<file path="src/rtl/alu_seq_pkg.sv">
// Shared opcodes, FSM state encoding and helpers for the sequential ALU.
// ALU_REM_EN adds the REM opcode (1010) on the divide datapath.
package alu_seq_pkg;

    localparam logic [3:0] OP_ADD = 4'b0000;
    localparam logic [3:0] OP_SUB = 4'b0001;
    localparam logic [3:0] OP_MUL = 4'b0010;
    localparam logic [3:0] OP_DIV = 4'b0011;
    localparam logic [3:0] OP_INC = 4'b0100;
    localparam logic [3:0] OP_DEC = 4'b0101;
    localparam logic [3:0] OP_AND = 4'b0110;
    localparam logic [3:0] OP_OR  = 4'b0111;
    localparam logic [3:0] OP_XOR = 4'b1000;
    localparam logic [3:0] OP_NOT = 4'b1001;
    localparam logic [3:0] OP_REM = 4'b1010;

    typedef enum logic [1:0] {
        IDLE    = 2'd0,
        MUL_RUN = 2'd1,
        DIV_RUN = 2'd2,
        DONE    = 2'd3
    } state_t;

    // Ops that use the iterative datapath (divide-by-zero is screened by the caller).
    function automatic logic is_multi_cycle(input logic [3:0] op);
`ifdef ALU_REM_EN
        return (op == OP_MUL) || (op == OP_DIV) || (op == OP_REM);
`else
        return (op == OP_MUL) || (op == OP_DIV);
`endif
    endfunction

endpackage

</file>
<file path="src/rtl/alu_seq_muldiv.sv">
// Iterative shift-add multiplier / restoring divider sharing one {hi,lo} register pair.
// mode=0: {hi,lo} = a*b.  mode=1: lo = a/b, hi = a%b.  WIDTH steps, first step on start.
module alu_seq_muldiv
    import alu_seq_pkg::*;
#(
    parameter int WIDTH = 19
) (
    input  logic             clk,
    input  logic             rst,
    input  logic             start,
    input  logic             mode,
    input  logic [WIDTH-1:0] a,
    input  logic [WIDTH-1:0] b,
    output logic             done,
    output logic [WIDTH-1:0] lo,
    output logic [WIDTH-1:0] hi
);

    localparam int CNT_W = $clog2(WIDTH + 1);

    logic [WIDTH-1:0] hi_q, lo_q, m_q;
    logic             mode_q, run_q;
    logic [CNT_W-1:0] cnt_q;

    logic             cur_mode;
    logic [WIDTH-1:0] cur_hi, cur_lo, cur_m;
    logic [WIDTH:0]   sum, shl;
    logic [WIDTH-1:0] diff;
    logic             fits, step;
    logic [WIDTH-1:0] nxt_hi, nxt_lo;

    // On start the first step works straight from the operands, so the
    // result is ready after WIDTH edges counting the start edge.
    always_comb begin
        cur_mode = start ? mode : mode_q;
        cur_hi   = start ? '0 : hi_q;
        cur_lo   = start ? (mode ? a : b) : lo_q;
        cur_m    = start ? (mode ? b : a) : m_q;

        sum  = {1'b0, cur_hi} + (cur_lo[0] ? {1'b0, cur_m} : '0);
        shl  = {cur_hi, cur_lo[WIDTH-1]};
        fits = (shl >= {1'b0, cur_m});
        diff = shl[WIDTH-1:0] - cur_m;

        if (!cur_mode) begin
            nxt_hi = sum[WIDTH:1];
            nxt_lo = {sum[0], cur_lo[WIDTH-1:1]};
        end else begin
            nxt_hi = fits ? diff : shl[WIDTH-1:0];
            nxt_lo = {cur_lo[WIDTH-2:0], fits};
        end
    end

    assign done = run_q & (cnt_q == CNT_W'(WIDTH));
    assign step = start | (run_q & ~done);
    assign lo   = lo_q;
    assign hi   = hi_q;

    always_ff @(posedge clk or posedge rst) begin
        if (rst) begin
            hi_q   <= '0;
            lo_q   <= '0;
            m_q    <= '0;
            mode_q <= 1'b0;
            run_q  <= 1'b0;
            cnt_q  <= '0;
        end else begin
            if (step) begin
                hi_q   <= nxt_hi;
                lo_q   <= nxt_lo;
                m_q    <= cur_m;
                mode_q <= cur_mode;
                cnt_q  <= start ? CNT_W'(1) : cnt_q + CNT_W'(1);
            end
            if (start)
                run_q <= 1'b1;
            else if (done)
                run_q <= 1'b0;
        end
    end

endmodule

</file>
<file path="src/rtl/alu_seq_core.sv">
// Handshaked sequential ALU: single-cycle logic/add ops plus iterative MUL/DIV.
// Optional macro ALU_REM_EN enables REM (opcode 1010) via the divide datapath.
module alu_seq_core
    import alu_seq_pkg::*;
#(
    parameter int WIDTH = 19
) (
    input  logic             clk,
    input  logic             rst,
    input  logic             in_valid,
    output logic             in_ready,
    input  logic [3:0]       op,
    input  logic [WIDTH-1:0] a,
    input  logic [WIDTH-1:0] b,
    output logic             out_valid,
    input  logic             out_ready,
    output logic [WIDTH-1:0] result,
    output logic             zero,
    output logic             carry,
    output logic             overflow,
    output logic             div_by_zero,
    output logic             illegal_op,
    output logic             busy
);

    state_t           state;
    logic             accept, go_multi;
    logic [WIDTH:0]   sum_ab;
    logic [WIDTH-1:0] sc_res;
    logic             sc_c, sc_dbz, sc_ill;
    logic             md_done;
    logic [WIDTH-1:0] md_lo, md_hi, div_res;

    assign in_ready = (state == IDLE) | ((state == DONE) & out_ready);
    assign accept   = in_valid & in_ready;
    assign go_multi = is_multi_cycle(op) & ((op == OP_MUL) | (b != '0));
    assign sum_ab   = {1'b0, a} + {1'b0, b};

    // Everything that finishes in one cycle, including divide-by-zero and illegal ops.
    always_comb begin
        sc_res = '0;
        sc_c   = 1'b0;
        sc_dbz = 1'b0;
        sc_ill = 1'b0;
        case (op)
            OP_ADD: {sc_c, sc_res} = sum_ab;
            OP_SUB: begin sc_res = a - b;           sc_c = (a < b);  end
            OP_INC: begin sc_res = a + WIDTH'(1);   sc_c = &a;       end
            OP_DEC: begin sc_res = a - WIDTH'(1);   sc_c = (a == '0); end
            OP_AND: sc_res = a & b;
            OP_OR:  sc_res = a | b;
            OP_XOR: sc_res = a ^ b;
            OP_NOT: sc_res = ~a;
            OP_MUL: sc_res = '0;
            OP_DIV: begin sc_res = '1; sc_dbz = 1'b1; end
`ifdef ALU_REM_EN
            OP_REM: begin sc_res = a;  sc_dbz = 1'b1; end
`endif
            default: sc_ill = 1'b1;
        endcase
    end

    alu_seq_muldiv #(.WIDTH(WIDTH)) u_muldiv (
        .clk   (clk),
        .rst   (rst),
        .start (accept & go_multi),
        .mode  (op != OP_MUL),
        .a     (a),
        .b     (b),
        .done  (md_done),
        .lo    (md_lo),
        .hi    (md_hi)
    );

`ifdef ALU_REM_EN
    logic rem_q;
    always_ff @(posedge clk or posedge rst) begin
        if (rst)
            rem_q <= 1'b0;
        else if (accept)
            rem_q <= (op == OP_REM);
    end
    assign div_res = rem_q ? md_hi : md_lo;
`else
    assign div_res = md_lo;
`endif

    always_ff @(posedge clk or posedge rst) begin
        if (rst) begin
            state       <= IDLE;
            out_valid   <= 1'b0;
            busy        <= 1'b0;
            result      <= '0;
            zero        <= 1'b0;
            carry       <= 1'b0;
            overflow    <= 1'b0;
            div_by_zero <= 1'b0;
            illegal_op  <= 1'b0;
        end else begin
            case (state)
                IDLE, DONE: begin
                    if (state == DONE && out_ready) begin
                        state     <= IDLE;
                        out_valid <= 1'b0;
                    end
                    // A new accept in DONE overrides the drop back to IDLE.
                    if (accept) begin
                        if (go_multi) begin
                            state     <= (op == OP_MUL) ? MUL_RUN : DIV_RUN;
                            busy      <= 1'b1;
                            out_valid <= 1'b0;
                        end else begin
                            state       <= DONE;
                            out_valid   <= 1'b1;
                            result      <= sc_res;
                            zero        <= (sc_res == '0);
                            carry       <= sc_c;
                            overflow    <= 1'b0;
                            div_by_zero <= sc_dbz;
                            illegal_op  <= sc_ill;
                        end
                    end
                end
                MUL_RUN: begin
                    if (md_done) begin
                        state       <= DONE;
                        busy        <= 1'b0;
                        out_valid   <= 1'b1;
                        result      <= md_lo;
                        zero        <= (md_lo == '0);
                        carry       <= 1'b0;
                        overflow    <= |md_hi;
                        div_by_zero <= 1'b0;
                        illegal_op  <= 1'b0;
                    end
                end
                DIV_RUN: begin
                    if (md_done) begin
                        state       <= DONE;
                        busy        <= 1'b0;
                        out_valid   <= 1'b1;
                        result      <= div_res;
                        zero        <= (div_res == '0);
                        carry       <= 1'b0;
                        overflow    <= 1'b0;
                        div_by_zero <= 1'b0;
                        illegal_op  <= 1'b0;
                    end
                end
                default: state <= IDLE;
            endcase
        end
    end

endmodule

</file>
<file path="config.mk">
export PLATFORM = sky130hd
export DESIGN_NAME = alu_seq_core
export DESIGN_NICKNAME = d
export VERILOG_FILES = /design/src/rtl/alu_seq_pkg.sv /design/src/rtl/alu_seq_muldiv.sv /design/src/rtl/alu_seq_core.sv
export SDC_FILE = /design/constraint.sdc
export NUM_CORES = 1
export LEC_CHECK = 0
export ABC_AREA = 0
export CAP_MARGIN = 10
export CORE_AREA = 2 2 186 279
export CTS_CLUSTER_SIZE = 10
export DETAILED_ROUTE_END_ITERATION = 10
export DIE_AREA = 0 0 188 281
export GPL_TIMING_DRIVEN = 1
export PLACE_DENSITY = 0.41
export SYNTH_ARGS = -nofsm -noshare
export SYNTH_HDL_FRONTEND = slang
export SYNTH_HIERARCHICAL = 1
export SYNTH_SLANG_ARGS = --single-unit
</file>
<file path="constraint.sdc">
create_clock -name clk -period 7.1 [get_ports clk]
set_clock_uncertainty 0.15 [all_clocks]
set_input_delay 1.42 -clock clk [delete_from_list [all_inputs] [get_ports clk]]
set_output_delay 1.42 -clock clk [all_outputs]
set_load 0.01 [all_outputs]
</file>
[Word-level counts from Yosys, hierarchy flattened]
Cells that the tools add are included.
Operators by class
  mux-type cells: 52
  reduce and logical (&&, ||, !) cells: 18
  bitwise gates (word level): 14
  add/sub/neg operators: 7
  order comparisons: 2
  eq/ne operators: 21
Operator list (count)
  2-to-1 mux 19 bit: 12
  one-hot mux 19 bit (9 select lines): 1
  logical NOT 19 bit: 3
  one-hot mux 19 bit (2 select lines): 1
  subtractor 19 bit: 2
  2-to-1 mux 1 bit: 23
  adder 19 x 19 -> 20 bit: 1
  adder 19 x 20 -> 20 bit: 1
  >= comparator 20 x 19 -> 1 bit: 1
  adder 19 x 1 -> 19 bit, second input constant: 1
  AND 19 bit: 1
  less-than comparator 19 bit: 1
  inverter 19 bit: 1
  bitwise OR 19 bit: 1
  AND reduction 19 bit: 1
  nonzero test 19 bit: 1
  OR reduction 19 bit: 1
  subtractor 19 x 1 -> 19 bit, second input constant: 1
  XOR 19 bit: 1
  equality test 4 x 3 -> 1 bit, second input constant: 4
  one-hot mux 1 bit (2 select lines): 6
  2-to-1 mux 2 bit: 5
  OR reduction 10 bit: 1
  equality test 4 x 2 -> 1 bit, second input constant: 2
  26 further kinds: 41
Word-level totals
  bits in registers: 92
  input port bits: 46
  word-level logic and storage cells: 129
  output and inout bits: 27

[Longest topological paths before layout]
  word-level depth: 9
  gate-level depth with buffers: 25
  gate-level depth less buffers: 17

[Hierarchy]
Netlist, hierarchy kept.
Modules (own cells, without submodules)
  alu_seq_muldiv: times used 1, cells each 738, sequential area each 1601.5 µm², area an instance 5749.3 µm²
  alu_seq_core: times used 1, cells each 796, sequential area each 700.7 µm², area an instance 5741.8 µm²

[Least setup slack after synthesis]
Ideal clock, no wire load.
  kind: input port to flip-flop
  start: input op[0]
  end: register u_muldiv.hi_q[17] (netlist: u_muldiv/hi[17])
  cell stages on the path: 22
  library setup time: 0.095 ns
  arrival: 6.383 ns
  required time: 6.855 ns
  setup slack: 0.471 ns
  path buffers: 7
  cells stage by stage: clkbuf_1 or4b_2 nand4_1 o21ai_0 nor2_1 buf_2 buf_1 clkbuf_1 clkbuf_1 clkbuf_1 nand2_1 o21ai_0 ha_1 or3_1 o211a_2 a2111oi_4 o32ai_2 o21ai_2 buf_6 nor2_1 mux2_2 nor4b_2
On the way
  longest elaborated chain between the ends: 8
  elaborated cells on any way between the ends: 20
  classes of those cells: 2 x add/sub; 1 x order compare; 3 x eq/ne; 9 x mux; 4 x bitwise; 1 x reduce/logical
Ends and longest elaborated chain
  start, declared: line alu_seq_core.sv:12  | input logic [3:0] op,
  equality test 4 x 2 -> 1 bit, on equally long branches: line alu_seq_pkg.sv:29, alu_seq_core.sv:36
  bitwise OR 1 bit or logical OR 1 bit (tied branches): line alu_seq_core.sv:36, alu_seq_pkg.sv:29
  AND 1 bit: line alu_seq_core.sv:36  | assign go_multi = is_multi_cycle(op) & ((op == OP_MUL) | (b != '0));
  AND 1 bit: line alu_seq_core.sv:66  | .start (accept & go_multi),
  2-to-1 mux 19 bit, on equally long branches: line alu_seq_muldiv.sv:38, alu_seq_muldiv.sv:36, alu_seq_muldiv.sv:37
  2-to-1 mux 19 bit, or another cell as far along: line alu_seq_muldiv.sv:40  | sum = {1'b0, cur_hi} + (cur_lo[0] ? {1'b0, cur_m} : '0);
  adder 19 x 20 -> 20 bit or 2-to-1 mux 19 bit (tied branches): line alu_seq_muldiv.sv:40, alu_seq_muldiv.sv:49
  2-to-1 mux 19 bit: line alu_seq_muldiv.sv:45  | if (!cur_mode) begin
  end signal, assigned: line alu_seq_muldiv.sv:69  | hi_q <= nxt_hi;
  end, declared: line alu_seq_muldiv.sv:21  | logic [WIDTH-1:0] hi_q, lo_q, m_q;
Several ways; a longest one is shown, not always the timed one.
A chain may end at the register's enable or synchronous reset.

[Worst setup path in the final report]
  start: input op[0]
  end: register u_muldiv.hi_q[15] (netlist: u_muldiv/hi[15])
The elaborated chain is that of the path after synthesis.

==> impl_results.md <==
- Cell Chain, Critical Path: clkdlybuf4s50_1 > or4b_2 > nand4_1 > o21ai_0 > buf_4 > nor2_4 > mux2i_2 > buf_12 > nor2_1 > ha_1 > a21o_1 > a21oi_1 > o21ai_0 > o31ai_1 > buf_4 > a31oi_1 > or4_1 > nand4_1 > o21ai_0
- Crit path top cell by count: o21ai_0
- Period utilization: 0.908
- Area grow syn2layout: 17.7%
- GR Util All Layers: 0.196
- CP peak stage delay: approximately 0.76 ns
- Post-synth EDFFs: 0
- Fin nets: 1741
- CP max stage cell: or4b_2
- Hold WC Path Type: flip-flop to flip-flop
- Endpoints failing hold: 0
- Placer Congestion: 0.894
- Setup bufs post-CTS: 0
- Startpoint Class: input port
- IO buf count: 72
- Skew-Pair Late Insertion Delay: roughly 0.37 ns
- H-Tree Depth: 3
- Post-route ant nets: 0
- Root Buffer: clkbuf_16
- Register area share after synthesis: 0.200
- Hold_buf cts: 0
- CTS tree: done
- Vias post-DR: approximately 12k
- FF+latch count, synth: a little over 90
- Critical Path RT: 7.18 ns
- TNS Setup: 0 ns
- Num ports: 73
- Number of global-route vias before repair: 12.4k
- Synthesized area per cell: 7.49 um^2
- Number of max-cap violations: 0
- Residual DRC: 0
- Post-CTS sizing: 0
- DP HPWL: between 40000 and 50000 um
- Remaining global-route overflow: 0
- Most frequent cells in the layout: 180 x nor2_1, 138 x nand2_1, 119 x a21oi_1
- Most used DFF post-synth: dfrtp_1
- Final Setup Violations: 0
- Initial Util: 0.228
- Clock transition at path regs: approximately 0.08 ns
- Post-synthesis cell area: 11500 um^2
- # diodes: 0
- Clock Path Buffers: 2
- Cts bufs inserted: 9
- Critical Path AT: 6.53 ns
- Initial antenna violation count: 0
- Commonest non-fill, non-tap cell in the layout: nor2_1
- Share of cells above drive strength 1: 0.0934
- Die Ht: 281 um
- Routed WL: approximately 52000 um
- Unrepaired setup endpoints after global routing: false
- Static Leak: 5.75 nW
- FF-to-FF setup slack: 2.25 ns
- Pins Over Slew Limit: 0
- Slew headroom: 0.322
- Final Critical Period: 6.45 ns
- Core Region: around 50000 um^2
- VDD IR max: 198 uV
- Run status: finished clean
- Syn Inst Count: 1534
- # rows: 101
- Total power: around 5.5 mW
- Setup Crit Path Kind: input port to flip-flop
- Syn_nets: 1684
- Tightest Pin Transition: 1.01 ns
- Die area: 52800 um^2
- Initial DRC Count: 850
- DR vias/cell: 5.32
- First-pass GRT wire length: between 70000 and 80000 um
- Post-synthesis cell type count: 100
- Num Clock Sinks: 92
- Yosys warns: 6
- Endpoint class of the critical path: flip-flop
- Drt wl/cell: 23.1 um
- Ys async rst share: 1.00
- Fmax: 155 MHz
- Drt first pass iters: 5
- PwrDens: between 400 and 500 nW/um^2
- Die X: 188 um
- Worst Path Max Fanout: 22
- Largest net degree at the start of global routing: 65
-- final cells by class --
type | count | area, um^2
Fill cell | 5508 | 36900
Multi-Input combinational cell | 1257 | 8450
Sequential cell | 92 | 2300
Timing Repair Buffer | 142 | 1280
Tap cell | 669 | 837
Inverter | 89 | 334
Clock buffer | 9 | 225
Clock inverter | 7 | 91.3
-- cell families (layout without fill, tap and decap cells) --
group	Yosys count	in the layout	synth area share
flip-flops	92	92	0.200
XOR/XNOR	54	54	0.0412
multiplexers	76	76	0.0671
AND/OR/NAND/NOR	575	575	0.250
buffers and inverters	185	247	0.0696
AO/OA/AOI/OAI	448	448	0.257
adder cells (fa/ha/maj)	104	104	0.115
-- sequential cells by signal, summed over array words and instances, names as in the netlist, 2 cells and up --
name,count
state,2
u_muldiv/lo,19
result,19
u_muldiv/cnt_q,5
u_muldiv/hi,19
u_muldiv/m_q,19
-- power by group --
group	switching, mW	total (mW)	internal (mW)
sequential	0.219	0.999	0.779
clock	0.248	0.530	0.282
combinational	2.44	3.99	1.55
-- Yosys cell counts (14+ instances only) --
| master | n | area, um^2 |
|---|---|---|
| ha_1 | 101 | 1260 |
| clkbuf_1 | 59 | 221 |
| a21o_1 | 22 | 165 |
| xnor2_1 | 38 | 333 |
| nor2b_1 | 31 | 194 |
| inv_1 | 85 | 319 |
| nor4_1 | 32 | 200 |
| nor2_1 | 181 | 679 |
| o21ai_0 | 117 | 586 |
| buf_2 | 14 | 70.1 |
| dfrtp_1 | 92 | 2300 |
| o31ai_1 | 17 | 128 |
| nand3_1 | 35 | 175 |
| nand2_1 | 138 | 518 |
| mux2i_1 | 68 | 681 |
| a211oi_1 | 17 | 128 |
| xor2_1 | 16 | 140 |
| nand4_1 | 29 | 181 |
| nand2b_1 | 19 | 119 |
| a21oi_1 | 120 | 601 |
| nor3_1 | 34 | 170 |
| a31oi_1 | 18 | 113 |
-- per-layer routing --
metal  GRT usage  wire length (um)
met1       0.194             18900
met2       0.380             28000
met3      0.0127              1350
met4       0.146              4200
met5           0                 0
-- path summary, 6_finish.rpt --
path                                 from         endpoint  depth (start not counted)
setup / recovery                    op[0]  u_muldiv/hi[15]                         19
hold / removal             u_muldiv/hi[5]   u_muldiv/hi[5]                          2
setup reg to reg                 state[0]  u_muldiv/hi[15]                         18
hold reg to reg            u_muldiv/hi[5]   u_muldiv/hi[5]                          2
max in group asynchronous             rst  u_muldiv/m_q[0]                          3
min in group asynchronous             rst        result[2]                          3
-- worst max-delay path, delay by kind of cell --
| kind | cells | cell delay [ns] |
|---|---|---|
| and+or+nand+nor | 6 | 1.93 |
| AOI/OAI and AO/OA | 7 | 1.46 |
| buffers and inverters | 4 | 0.99 |
| adders and majority gates | 1 | 0.37 |
| muxes | 1 | 0.34 |
-- metrics by stage --
step / util / area [um^2] / hold slack [ns] / setup slack, ns / std cells
5_1_grt: 0.268 / 13500 / 0.388 / 0.403 / 2265
3_3_place_gp: 0.262 / 13200 / 0.342 / 0.310 / 2249
6_report: 0.268 / 13500 / 0.363 / 0.655 / 2265
2_1_floorplan: - / 11500 / 0.308 / 0.471 / 1534
3_5_place_dp: 0.262 / 13200 / 0.352 / 0.302 / 2249
4_1_cts: 0.268 / 13500 / 0.368 / 0.671 / 2265
(Power assumes the default switching activity.)
